### src/rtl/uart_rx_fsm.sv
// UART receive control FSM: frames start/data/parity/stop bits on an
// oversampled clock and drives the sampler/deserializer strobes.
// Optional parity support is compiled in with the macro UART_RX_PARITY_EN;
// without it there is no PARITY state and par_err stays 0.
module uart_rx_fsm #(
    parameter int unsigned DATA_WIDTH = 8
) (
    input  logic                  CLK,
    input  logic                  RST,
    input  logic                  RX_IN,
    input  logic [5:0]            Prescale,
    input  logic                  PAR_EN,
    input  logic                  PAR_TYP,
    input  logic                  sampled_bit,
    input  logic [DATA_WIDTH-1:0] P_Data,
    output logic [5:0]            edge_cnt,
    output logic                  dat_samp_en,
    output logic                  deser_en,
    output logic                  data_valid,
    output logic                  par_err,
    output logic                  stp_err
);

    localparam int unsigned EDGE_W = 6;
    localparam int unsigned BIT_W  = (DATA_WIDTH > 1) ? $clog2(DATA_WIDTH) : 1;
    localparam logic [BIT_W-1:0] LAST_BIT = BIT_W'(DATA_WIDTH - 1);

    typedef enum logic [2:0] {
        IDLE   = 3'd0,
        START  = 3'd1,
        DATA   = 3'd2,
`ifdef UART_RX_PARITY_EN
        PARITY = 3'd3,
`endif
        STOP   = 3'd4,
        OUTPUT = 3'd5
    } state_t;

    state_t              state_q, state_n;
    logic [EDGE_W-1:0]   edge_n;
    logic [BIT_W-1:0]    bit_q, bit_n;
    logic [EDGE_W-1:0]   pre_q, pre_n;
    logic [EDGE_W-1:0]   last_idx, last_idx_n;
    logic                at_last;
    logic                par_err_n, stp_err_n;
    logic                deser_en_n, samp_en_n, valid_n;

`ifdef UART_RX_PARITY_EN
    logic                par_en_q, par_en_n;
    logic                par_typ_q, par_typ_n;
`else
    logic                cfg_unused;
    assign cfg_unused = ^{PAR_EN, PAR_TYP, P_Data};
`endif

    // State, counters, latched frame config and registered outputs
    always_ff @(posedge CLK or negedge RST) begin
        if (!RST) begin
            state_q     <= IDLE;
            edge_cnt    <= '0;
            bit_q       <= '0;
            pre_q       <= '0;
            par_err     <= 1'b0;
            stp_err     <= 1'b0;
            deser_en    <= 1'b0;
            dat_samp_en <= 1'b0;
            data_valid  <= 1'b0;
`ifdef UART_RX_PARITY_EN
            par_en_q    <= 1'b0;
            par_typ_q   <= 1'b0;
`endif
        end else begin
            state_q     <= state_n;
            edge_cnt    <= edge_n;
            bit_q       <= bit_n;
            pre_q       <= pre_n;
            par_err     <= par_err_n;
            stp_err     <= stp_err_n;
            deser_en    <= deser_en_n;
            dat_samp_en <= samp_en_n;
            data_valid  <= valid_n;
`ifdef UART_RX_PARITY_EN
            par_en_q    <= par_en_n;
            par_typ_q   <= par_typ_n;
`endif
        end
    end

    // Next-state, counter and strobe decode; bit decisions happen on the last edge
    always_comb begin
        state_n    = state_q;
        edge_n     = edge_cnt;
        bit_n      = bit_q;
        pre_n      = pre_q;
        par_err_n  = par_err;
        stp_err_n  = stp_err;
`ifdef UART_RX_PARITY_EN
        par_en_n   = par_en_q;
        par_typ_n  = par_typ_q;
`else
        par_err_n  = 1'b0;
`endif
        last_idx   = pre_q - EDGE_W'(1);
        at_last    = (edge_cnt == last_idx);

        if (state_q != IDLE) begin
            edge_n = at_last ? '0 : edge_cnt + EDGE_W'(1);
        end

        case (state_q)
            IDLE: begin
                if (!RX_IN) begin
                    state_n   = START;
                    edge_n    = '0;
                    pre_n     = Prescale;
                    par_err_n = 1'b0;
                    stp_err_n = 1'b0;
`ifdef UART_RX_PARITY_EN
                    par_en_n  = PAR_EN;
                    par_typ_n = PAR_TYP;
`endif
                end
            end
            START: begin
                if (at_last) begin
                    if (sampled_bit) begin
                        state_n = IDLE;
                    end else begin
                        state_n = DATA;
                        bit_n   = '0;
                    end
                end
            end
            DATA: begin
                if (at_last) begin
                    if (bit_q == LAST_BIT) begin
                        bit_n = '0;
`ifdef UART_RX_PARITY_EN
                        state_n = par_en_q ? PARITY : STOP;
`else
                        state_n = STOP;
`endif
                    end else begin
                        bit_n = bit_q + BIT_W'(1);
                    end
                end
            end
`ifdef UART_RX_PARITY_EN
            PARITY: begin
                if (at_last) begin
                    par_err_n = par_typ_q ? (sampled_bit != ~^P_Data)
                                          : (sampled_bit != ^P_Data);
                    state_n   = STOP;
                end
            end
`endif
            STOP: begin
                if (at_last) begin
                    stp_err_n = ~sampled_bit;
                    state_n   = OUTPUT;
                end
            end
            OUTPUT: begin
                // OUTPUT doubles as the first edge of a back-to-back start bit
                if (!RX_IN) begin
                    state_n   = START;
                    pre_n     = Prescale;
                    par_err_n = 1'b0;
                    stp_err_n = 1'b0;
`ifdef UART_RX_PARITY_EN
                    par_en_n  = PAR_EN;
                    par_typ_n = PAR_TYP;
`endif
                end else begin
                    state_n = IDLE;
                end
            end
            default: begin
                state_n = IDLE;
            end
        endcase

        if (state_n == IDLE) begin
            edge_n = '0;
        end

        last_idx_n = pre_n - EDGE_W'(1);
        deser_en_n = (state_n == DATA) && (edge_n == last_idx_n);
        samp_en_n  = (state_n != IDLE);
        valid_n    = (state_n == OUTPUT) && !par_err_n && !stp_err_n;
    end

endmodule

### config.mk
export PLATFORM = sky130hd
export DESIGN_NAME = uart_rx_fsm
export DESIGN_NICKNAME = d
export VERILOG_FILES = /design/src/rtl/uart_rx_fsm.sv
export SDC_FILE = /design/constraint.sdc
export NUM_CORES = 1
export LEC_CHECK = 0
export CAP_MARGIN = 20
export CORE_UTILIZATION = 25
export CTS_CLUSTER_DIAMETER = 100
export DETAILED_ROUTE_END_ITERATION = 6
export GPL_TIMING_DRIVEN = 1
export SKIP_LAST_GASP = 1
export SLEW_MARGIN = 30
export SYNTH_ARGS = -nofsm -noshare
export SYNTH_HDL_FRONTEND = slang
export SYNTH_SLANG_ARGS = --single-unit
### constraint.sdc
create_clock -name CLK -period 4.72 [get_ports CLK]
set_clock_uncertainty 0.05 [all_clocks]
set_input_delay 0.944 -clock CLK [delete_from_list [all_inputs] [get_ports CLK]]
set_output_delay 0.944 -clock CLK [all_outputs]
set_load 0.02 [all_outputs]
==> PnR_summary.wiki, run 1 <==
{| class="wikitable"
! Metric !! Value
|-
| Core Box Area || 0.00596 sq mm
|-
| DP Wirelength || 2610 microns
|-
| Crit path required time || 4.86 ns
|-
| Crit path from || RX_IN
|-
| Run status || complete, no violations
|-
| Power density over the cells || 593 mW/mm^2
|-
| Maximum clock path buffer count || 2
|-
| Avg WL per Cell || 13.8 microns
|-
| Arrival time of data at the critical path endpoint || 3.22 ns
|-
| Global-route wire length before repair || 5610 microns
|-
| Drt via density || 5.04
|-
| Placed insts || 247
|-
| Total of cells resized after clock tree synthesis || 0
|-
| Synth unique cells || 45
|-
| DR WL met2 || 1650 microns
|-
| Initial detailed-routing violation count || 102
|-
| CTS sink count || 22
|-
| Maximum Capacitance Violations || 0
|-
| Overall die area || 0.00650 sq mm
|-
| Number of hold violations in the final report || 0
|-
| Number of buffers created by CTS || 3
|-
| Peak clock frequency supported by timing || 325 MHz
|-
| Final net count || 202
|-
| Area added between synthesis and finish || 20.4%
|-
| Maximum level of the CTS H-tree || 1
|-
| Ys Warns || 0
|-
| Flip-flop and latch count after synthesis || 22
|-
| Actual slew at the worst max-slew pin || 0.757 ns
|-
| Final setup TNS || 0 ns
|-
| Wirelength, routed || 3460 microns
|-
| Proportion of register bits with asynchronous set or reset after synthesis || 1.00
|-
| Worst Hold Launch || stp_err
|-
| Top layer used by detailed routing || met4
|-
| Critical Path Sink Type || flop
|-
| Clock network fraction of design power || 0.128
|-
| Type of element launching the critical path || input port
|-
| Number of failing setup endpoints in the final timing report || 0
|-
| CTS tree || yes
|-
| Number of ports placed on the die boundary || 31
|-
| Netlist Area Pre-Place || 0.00155 sq mm
|-
| Count of vias placed by the detailed router || 1264
|-
| Number of global-route vias before repair || 1204
|-
| Most used cells in the layout excluding fill and tap cells || sky130_fd_sc_hd__dfrtp_1 (22), sky130_fd_sc_hd__clkdlybuf4s50_1 (18), sky130_fd_sc_hd__xnor2_1 (16)
|-
| Crit path kind || input port to flop
|-
| Comb power frac || 0.584
|-
| Post-DRT Antenna Nets || 0
|-
| Static leakage || 0.717 nW
|-
| Shortest period the worst path allows || 3.08 ns
|-
| Peak fanout along the critical path || 10
|-
| Final estimated routing congestion in global placement || 0.847
|-
| Hold-fix buffer count after cts || 0
|-
| Most common cell after layout, fill and taps aside || sky130_fd_sc_hd__dfrtp_1
|-
| Sw Pwr || 0.000517 W
|-
| Overall power || 0.00110 W
|-
| Overall die width || 80.7 microns
|-
| Sequential group share of total power || 0.289
|-
| Final hold slack || 0.481 ns
|-
| Worst IR drop on VDD || 238 uV
|-
| Overall overflow remaining after global route || 0
|-
| Power Internal || 0.000587 W
|-
| Antenna Cells || 0
|-
| IO Port Bufs || 19
|-
| Post-Syn Area per Cell || 9.73 sq um
|-
| Pins over their slew limit || 0
|-
| Fraction of layout instances using a drive strength above 1 || 0.108
|-
| Effective utilization at floorplan || 0.260
|-
| Post-route met1 wirelength || 1600 microns
|-
| # DRC || 0
|-
| Placement row count || 28
|-
| Number of antenna violations at the first check in global routing || 0
|-
| Cell chosen for the clock root || sky130_fd_sc_hd__clkbuf_8
|-
| Worst R2R Start || pre_q[0]
|-
| Number of standard cells after synthesis || 159
|-
| Postcts setup bufs || 0
|-
| Portion of the post-synthesis area used by sequential elements || 0.356
|-
| Vertical die dimension || 80.7 microns
|-
| Number of flops mapped to enable cells by yosys || 0
|-
| Sw Ratio || 0.468
|-
| GRT Overall Usage || 0.114
|-
| Fin crit share || 0.653
|-
| Insertion delay to the later sink of the worst-skew pair || 0.27 ns
|-
| RSZ-0062 raised after global routing || false
|-
| Worst hold path class || flop to flop
|-
| Top_reg_cell synth || sky130_fd_sc_hd__dfrtp_1
|-
| Clock edge transition at the registers on the reported setup and hold paths || 0.09 ns
|-
| Pre-Repair DR Iteration Count || 4
|-
| Worst slew margin relative to its limit || 0.493
|-
| Amount of wire on met3 after detailed routing || 179 microns
|-
| Total of fill cells in the finished design || 622
|-
| Maximum number of pins on one net before global-route repair || 23
|-
| Final std cells w/o fill || 251
|-
| Syn nets || 184
|}
==> kinds of logic (layout without fill, tap and decap cells) <==
| group | Yosys count | after routing | share of synthesized area |
|---|---|---|---|
| other | 1 | 1 | 0.00242 |
| and+or+nand+nor | 57 | 57 | 0.233 |
| buffers and inverters | 14 | 31 | 0.0380 |
| muxes | 6 | 6 | 0.0405 |
| xor gates and xnor gates | 20 | 20 | 0.113 |
| DFF | 22 | 22 | 0.356 |
| adders and majority gates | 5 | 5 | 0.0405 |
| AOI/OAI and AO/OA | 34 | 34 | 0.176 |
==> per-layer routing <==
metal	vias to the layer above	global-route usage
met4	0	0.0411
met3	4	0.0261
met5	-	0
met1	625	0.145
met2	28	0.186
li1	607	-
==> power by group through the flow <==
stage | Combinational (W) | Clock (W) | Sequential, W
detailed placement | 0.000642 | 0 | 0.000321
CTS | 0.000645 | 0.000145 | 0.000317
global placement | 0.000637 | 0 | 0.000319
global route | 0.000709 | 0.000151 | 0.000327
finish | 0.000645 | 0.000141 | 0.000319
floorplan | 0.000510 | 0 | 0.000307
==> cell type report <==
| cell class | instances | area [sq um] | area share |
|---|---|---|---|
| clock buffer | 4 | 55.1 | 0.0296 |
| timing repair buffer | 20 | 193 | 0.103 |
| sequential | 22 | 551 | 0.296 |
| inverter | 7 | 26.3 | 0.0141 |
| multi-input combinational | 123 | 943 | 0.507 |
| tap | 75 | 93.8 | 0.0504 |
==> registers in the layout, indices dropped and copies added (netlist names) <==
name / flops
data_valid: 1
pre_q: 6
state_q: 3
deser_en: 1
stp_err: 1
dat_samp_en: 1
edge_cnt: 6
bit_q: 3
==> per-stage QoR <==
step / area, sq um / worst slack (ns) / utilization
final: 1860 / 1.64 / 0.313
after global routing: 1860 / 1.39 / 0.313
after CTS: 1860 / 1.61 / 0.313
after detailed placement: 1810 / 1.32 / 0.303
after global placement: 1810 / 1.35 / 0.304
after floorplan: 1550 / 2.04 / -
==> critical path: stages <==
cell and delay [ns]:
sky130_fd_sc_hd__clkdlybuf4s50_1 0.52, sky130_fd_sc_hd__nor4_2 0.37, sky130_fd_sc_hd__buf_4 0.25, sky130_fd_sc_hd__mux2i_1 0.33, sky130_fd_sc_hd__ha_1 0.30, sky130_fd_sc_hd__nand2_1 0.07, sky130_fd_sc_hd__a21oi_1 0.14, sky130_fd_sc_hd__o21ai_1 0.09
sky130_fd_sc_hd__a211oi_2 0.19
==> Yosys cell counts (2+ instances only) <==
| cell | instances | area, sq um |
|---|---|---|
| sky130_fd_sc_hd__inv_1 | 7 | 26.3 |
| sky130_fd_sc_hd__nand2_1 | 8 | 30.0 |
| sky130_fd_sc_hd__nor3_1 | 4 | 20.0 |
| sky130_fd_sc_hd__or3_1 | 3 | 18.8 |
| sky130_fd_sc_hd__xor2_1 | 4 | 35.0 |
| sky130_fd_sc_hd__nor4_1 | 3 | 18.8 |
| sky130_fd_sc_hd__a21oi_1 | 6 | 30.0 |
| sky130_fd_sc_hd__nand3_1 | 3 | 15.0 |
| sky130_fd_sc_hd__mux2_2 | 2 | 22.5 |
| sky130_fd_sc_hd__a22o_1 | 6 | 52.6 |
| sky130_fd_sc_hd__o21ai_0 | 4 | 20.0 |
| sky130_fd_sc_hd__and3_1 | 2 | 12.5 |
| sky130_fd_sc_hd__ha_1 | 5 | 62.6 |
| sky130_fd_sc_hd__mux2i_1 | 4 | 40.0 |
| sky130_fd_sc_hd__a22oi_1 | 2 | 15.0 |
| sky130_fd_sc_hd__dfrtp_1 | 22 | 551 |
| sky130_fd_sc_hd__a31oi_1 | 5 | 31.3 |
| sky130_fd_sc_hd__nor2_1 | 13 | 48.8 |
| sky130_fd_sc_hd__xnor2_1 | 16 | 140 |
| sky130_fd_sc_hd__nor4_4 | 3 | 63.8 |
| sky130_fd_sc_hd__nor2b_1 | 6 | 37.5 |
| sky130_fd_sc_hd__nand2b_1 | 2 | 12.5 |
| sky130_fd_sc_hd__nand4_1 | 2 | 12.5 |
| sky130_fd_sc_hd__a21o_1 | 2 | 15.0 |
| sky130_fd_sc_hd__buf_2 | 2 | 10.0 |
| sky130_fd_sc_hd__clkbuf_1 | 4 | 15.0 |
==> final timing paths <==
| check | cells past startpoint | to | slack [ns] |
|---|---|---|---|
| worst max-delay path | 9 | deser_en | 1.64 |
| worst min-delay path | 2 | stp_err | 0.48 |
| worst max register to register | 8 | deser_en | 1.93 |
| worst min register to register | 2 | stp_err | 0.48 |
| max in group asynchronous | 1 | edge_cnt[3] | 3.68 |
| min in group asynchronous | 1 | edge_cnt[0] | 0.58 |
Note: power is estimated with default switching activity, not from simulation.
==> run 2, diff against run 1 <==
==> constraint.sdc (replaced) <==
create_clock -name CLK -period 3 [get_ports CLK]
set_clock_uncertainty 0.05 [all_clocks]
set_input_delay 0.6 -clock CLK [delete_from_list [all_inputs] [get_ports CLK]]
set_output_delay 0.6 -clock CLK [all_outputs]
set_load 0.02 [all_outputs]
==> run 2 against run 1 <==
Wire length is 1.0% higher. Sequential power is 56% higher. Sequential cell count stayed put. Clock power is 100% higher. Critical path depth is 1 lower.
==> PnR_summary.wiki, run 2 (synthesis gave the netlist of run 1 again) <==
{| class="wikitable"
! Metric !! Value
|-
| Crit path required time || 3.14 ns
|-
| Top Registers || edge_cnt x6, pre_q x6
|-
| Overall overflow remaining after global route || 0
|-
| Number of buffers created by CTS || 3
|-
| Postcts setup bufs || 0
|-
| Comb power frac || 0.574
|-
| Total of fill cells in the finished design || 612
|-
| Worst Hold Launch || stp_err
|-
| Antenna Cells || 0
|-
| Maximum number of pins on one net before global-route repair || 23
|-
| Hold EP || stp_err
|-
| Overall power || 0.00184 W
|-
| Worst hold path class || flop to flop
|-
| Area added between synthesis and finish || 24.7%
|-
| Most used cells in the layout excluding fill and tap cells || sky130_fd_sc_hd__dfrtp_1 (22), sky130_fd_sc_hd__clkdlybuf4s50_1 (19), sky130_fd_sc_hd__xnor2_1 (16)
|-
| Clock network fraction of design power || 0.155
|-
| Number of failing setup endpoints in the final timing report || 0
|-
| Power Internal || 0.00101 W
|-
| CTS tree || yes
|-
| Pins over their slew limit || 0
|-
| Sequential group share of total power || 0.271
|-
| DP Wirelength || 2680 microns
|-
| Area of the multi-input gates || 943 sq um
|-
| Post-DRT Antenna Nets || 0
|-
| Area taken by flip-flops and latches || 551 sq um
|-
| Fin crit share || 0.918
|-
| Maximum level of the CTS H-tree || 1
|-
| Maximum clock path buffer count || 2
|-
| Sw Ratio || 0.449
|-
| Shortest period the worst path allows || 2.75 ns
|-
| Maximum Capacitance Violations || 0
|-
| Vertical die dimension || 80.7 microns
|-
| Run status || complete, no violations
|-
| Global-route wire length before repair || 6100 microns
|-
| Effective utilization at floorplan || 0.260
|-
| Core Box Area || 0.00596 sq mm
|-
| Worst IR drop on VDD || 372 uV
|-
| Cell chosen for the clock root || sky130_fd_sc_hd__clkbuf_8
|-
| Final setup TNS || 0 ns
|-
| Number of ports placed on the die boundary || 31
|-
| Hold-fix buffer count after cts || 0
|-
| IO Port Bufs || 19
|-
| Initial detailed-routing violation count || 89
|-
| Worst R2R Path Depth || 8
|-
| Final estimated routing congestion in global placement || 0.868
|-
| Placement row count || 28
|-
| Worst R2R Start || pre_q[0]
|-
| GRT Overall Usage || 0.123
|-
| Drt via density || 4.82
|-
| Number of antenna violations at the first check in global routing || 0
|-
| Cells on Worst Hold Path || 2
|-
| Arrival time of data at the critical path endpoint || 2.90 ns
|-
| Clock edge transition at the registers on the reported setup and hold paths || 0.09 ns
|-
| Peak fanout along the critical path || 9
|-
| CTS sink count || 22
|-
| Fraction of layout instances using a drive strength above 1 || 0.132
|-
| Peak clock frequency supported by timing || 363 MHz
|-
| Overall die width || 80.7 microns
|-
| Avg WL per Cell || 13.6 microns
|-
| Final net count || 208
|-
| Total of cells resized after clock tree synthesis || 0
|-
| # DRC || 0
|-
| Crit path kind || flop to flop
|-
| RSZ-0062 raised after global routing || false
|-
| Number of global-route vias before repair || 1289
|-
| Type of element launching the critical path || flop
|-
| Sw Pwr || 0.000827 W
|-
| Most common cell after layout, fill and taps aside || sky130_fd_sc_hd__dfrtp_1
|-
| Count of vias placed by the detailed router || 1238
|-
| Worst-case register-to-register setup slack || 0.25 ns
|-
| Insertion delay to the later sink of the worst-skew pair || 0.27 ns
|-
| Final core area utilization || 0.324
|-
| Static leakage || 0.752 nW
|-
| Overall die area || 0.00650 sq mm
|-
| Critical Path Sink Type || flop
|-
| Pre-Repair DR Iteration Count || 4
|-
| Power density over the cells || 955 mW/mm^2
|-
| Number of hold violations in the final report || 0
|-
| FF-to-FF End || deser_en
|-
| Wirelength, routed || 3490 microns
|}
-- run 2: changes by cell type in the layout (fill, tap and decap cells not counted) --
cell                              delta
sky130_fd_sc_hd__buf_4               +6
sky130_fd_sc_hd__buf_2               -1
sky130_fd_sc_hd__clkbuf_8            -1
sky130_fd_sc_hd__clkdlybuf4s50_1     +1
sky130_fd_sc_hd__bufinv_16           +1
-- run 2: cell type report --
| class | count | area share |
|---|---|---|
| well taps | 75 | 0.0487 |
| inverters | 7 | 0.0136 |
| repair buffers | 26 | 0.126 |
| multi-input cells | 123 | 0.489 |
| flip-flops and latches | 22 | 0.286 |
| clock buffers | 3 | 0.0214 |
| clock inverters | 1 | 0.0156 |
-- run 2: metal layers --
metal / track usage / part of all wire
met4: 0.0464 / 0.015
met2: 0.203 / 0.47
met5: 0 / 0
met3: 0.0216 / 0.043
met1: 0.160 / 0.47
-- run 2: how the worst max path moves through the flow --
| stage | from | to | slack (ns) |
|---|---|---|---|
| global placement | RX_IN | deser_en | 0.19 |
| detailed placement | RX_IN | deser_en | 0.18 |
| CTS | pre_q[0] | deser_en | 0.22 |
| global route | pre_q[0] | deser_en | 0.07 |
| finish | pre_q[0] | deser_en | 0.25 |
| floorplan | pre_q[0] | deser_en | 0.50 |
-- run 2: per-stage QoR --
| step | worst slack [ns] | instance area [sq um] | cells | hold WS [ns] |
|---|---|---|---|---|
| CTS | 0.217 | 1930 | 257 | 0.485 |
| global route | 0.0691 | 1930 | 257 | 0.531 |
| detailed placement | 0.183 | 1860 | 253 | 0.462 |
| finish | 0.246 | 1930 | 257 | 0.472 |
| global placement | 0.190 | 1860 | 253 | 0.454 |
| floorplan | 0.503 | 1550 | 159 | 0.254 |
-- run 2: power by group through the flow --
| stage | clock, W | combinational [W] | sequential (W) |
|---|---|---|---|
| global placement | 0 | 0.00103 | 0.000503 |
| floorplan | 0 | 0.000803 | 0.000484 |
| global route | 0.000302 | 0.00116 | 0.000516 |
| CTS | 0.000293 | 0.00106 | 0.000499 |
| finish | 0.000286 | 0.00106 | 0.000499 |
| detailed placement | 0 | 0.00105 | 0.000505 |
-- run 2: worst max-delay path: stages, from the launching register on --
cell                        delay (ns)
sky130_fd_sc_hd__dfrtp_1          0.43
sky130_fd_sc_hd__or3_1            0.48
sky130_fd_sc_hd__o31a_1           0.32
sky130_fd_sc_hd__o2111ai_4        0.33
sky130_fd_sc_hd__nor2_4           0.14
sky130_fd_sc_hd__nor4_4           0.41
sky130_fd_sc_hd__and4_1           0.25
sky130_fd_sc_hd__o21ai_1          0.07
sky130_fd_sc_hd__a211oi_2         0.19
==> run 3, diff against run 2 <==
--- a/config.mk
+++ b/config.mk
@@ -10,6 +10,7 @@
 export CTS_CLUSTER_DIAMETER = 100
 export DETAILED_ROUTE_END_ITERATION = 6
 export GPL_TIMING_DRIVEN = 1
+export REMOVE_ABC_BUFFERS = 1
 export SKIP_LAST_GASP = 1
 export SLEW_MARGIN = 30
 export SYNTH_ARGS = -nofsm -noshare
==> run 3 against run 2 <==
Power decreased by 4.8%. Design area decreased by 1.6%. Core utilization decreased by 0.50 points. Clock power decreased by 34%. Hold slack improved by 0.0036 ns. Final cell count decreased by 0.39%. Critical path type unchanged.
==> PnR_summary.wiki, run 3 (synthesis gave the netlist of run 1 again) <==
{| class="wikitable"
! Metric !! Value
|-
| Run status || complete, no violations
|-
| Avg WL per Cell || 13.5 microns
|-
| Pins over their slew limit || 0
|-
| CTS sink count || 22
|-
| # DRC || 0
|-
| Wirelength, routed || 3450 microns
|-
| Maximum number of pins on one net before global-route repair || 23
|-
| Fin crit share || 0.950
|-
| Area added between synthesis and finish || 22.7%
|-
| Overall die width || 80.7 microns
|-
| Type of element launching the critical path || flop
|-
| Worst hold path class || flop to flop
|-
| Peak clock frequency supported by timing || 351 MHz
|-
| Maximum clock path buffer count || 2
|-
| CTS tree || yes
|-
| Number of failing setup endpoints in the final timing report || 0
|-
| Hold-fix buffer count after cts || 0
|-
| RSZ-0062 raised after global routing || false
|-
| Shortest period the worst path allows || 2.85 ns
|-
| DP Wirelength || 2670 microns
|-
| Maximum Capacitance Violations || 0
|-
| Number of ports placed on the die boundary || 31
|-
| Overall die area || 0.00650 sq mm
|-
| Total non-filler cell area in the finished layout || 0.00190 sq mm
|-
| Power density over the cells || 924 mW/mm^2
|-
| Number of antenna violations at the first check in global routing || 0
|-
| Antenna Cells || 0
|-
| Core Box Area || 0.00596 sq mm
|-
| Maximum level of the CTS H-tree || 1
|-
| Top Registers || edge_cnt x6, pre_q x6
|-
| Crit path kind || flop to flop
|-
| Number of buffers created by CTS || 3
|-
| Placement row count || 28
|-
| Global-route wire length before repair || 5770 microns
|-
| GRT Overall Usage || 0.118
|-
| Area of the multi-input gates || 943 sq um
|-
| Arrival time of data at the critical path endpoint || 2.98 ns
|-
| Area after detailed placement || 0.00186 sq mm
|-
| Count of vias placed by the detailed router || 1241
|-
| Insertion delay to the later sink of the worst-skew pair || 0.26 ns
|-
| Total of fill cells in the finished design || 629
|-
| IO Port Bufs || 19
|-
| Total of cells resized after clock tree synthesis || 0
|-
| Overall overflow remaining after global route || 0
|-
| Area taken by flip-flops and latches || 551 sq um
|-
| Most common cell after layout, fill and taps aside || sky130_fd_sc_hd__dfrtp_1
|-
| Effective utilization at floorplan || 0.260
|-
| Pre-Repair DR Iteration Count || 4
|-
| Drt via density || 4.85
|-
| Critical Path Sink Type || flop
|-
| Postcts setup bufs || 0
|-
| Vertical die dimension || 80.7 microns
|-
| Worst IR drop on VDD || 276 uV
|-
| Placed insts || 253
|-
| Final estimated routing congestion in global placement || 0.802
|-
| Worst-case register-to-register setup slack || 0.15 ns
|-
| Number of hold violations in the final report || 0
|-
| Most used cells in the layout excluding fill and tap cells || sky130_fd_sc_hd__dfrtp_1 (22), sky130_fd_sc_hd__clkdlybuf4s50_1 (19), sky130_fd_sc_hd__xnor2_1 (16)
|-
| Final net count || 208
|-
| Peak fanout along the critical path || 5
|-
| Initial detailed-routing violation count || 82
|-
| Final std cells w/o fill || 256
|-
| Fraction of layout instances using a drive strength above 1 || 0.127
|-
| Clock edge transition at the registers on the reported setup and hold paths || 0.08 ns
|-
| Cell chosen for the clock root || sky130_fd_sc_hd__clkbuf_8
|-
| Number of global-route vias before repair || 1190
|-
| Crit path required time || 3.13 ns
|-
| Post-DRT Antenna Nets || 0
|-
| Static leakage || 0.738 nW
|}
==> run 3: stage by stage <==
stage	TNS [ns]	hold WS, ns	util	total power [W]	setup slack [ns]
after floorplan	-0.0484	0.254	-	0.00127	-0.0484
after global placement	0	0.455	0.312	0.00155	0.188
after detailed placement	0	0.468	0.312	0.00157	0.147
after CTS	0	0.486	0.319	0.00176	0.164
after global routing	0	0.512	0.319	0.00188	0.0112
final	0	0.475	0.319	0.00175	0.150
==> run 3: power by group <==
| part | leakage [nW] | switching (W) | internal (W) |
|---|---|---|---|
| sequential | 0.281 | 0.000122 | 0.000374 |
| clock | 0.0216 | 0.0000986 | 0.0000898 |
| combinational | 0.436 | 0.000601 | 0.000467 |
| total | 0.738 | 0.000821 | 0.000932 |
==> run 3: routing by layer <==
metal | GRT usage | share of wire | vias to the layer above
met3 | 0.0205 | 0.026 | 4
met4 | 0.0375 | 0.0096 | 0
met5 | 0 | 0 | -
met1 | 0.155 | 0.49 | 601
met2 | 0.193 | 0.48 | 18
li1 | - | - | 618
==> run 3: critical path, cell delays in order (launching register included) <==
cell and delay [ns]:
sky130_fd_sc_hd__dfrtp_1 0.44, sky130_fd_sc_hd__or3_1 0.50, sky130_fd_sc_hd__nor4_2 0.39, sky130_fd_sc_hd__o2111a_1 0.26
sky130_fd_sc_hd__nand4b_1 0.20, sky130_fd_sc_hd__a22oi_1 0.41, sky130_fd_sc_hd__xnor2_1 0.17, sky130_fd_sc_hd__nand3_1 0.13
sky130_fd_sc_hd__a211oi_2 0.21
==> run 3: final cells by class <==
class,count,area share
Timing Repair Buffer,26,0.128
Inverter,7,0.0138
Clock buffer,3,0.0218
Tap cell,75,0.0494
Multi-Input combinational cell,123,0.497
Sequential cell,22,0.290
==> run 3: path summary, 6_finish.rpt <==
kind / from / depth (start not counted) / to
min in group asynchronous: RST / 2 / pre_q[2]
worst max register to register: pre_q[0] / 8 / deser_en
worst min-delay path: stp_err / 2 / stp_err
worst max-delay path: pre_q[0] / 8 / deser_en
max in group asynchronous: RST / 2 / edge_cnt[0]
worst min register to register: stp_err / 2 / stp_err
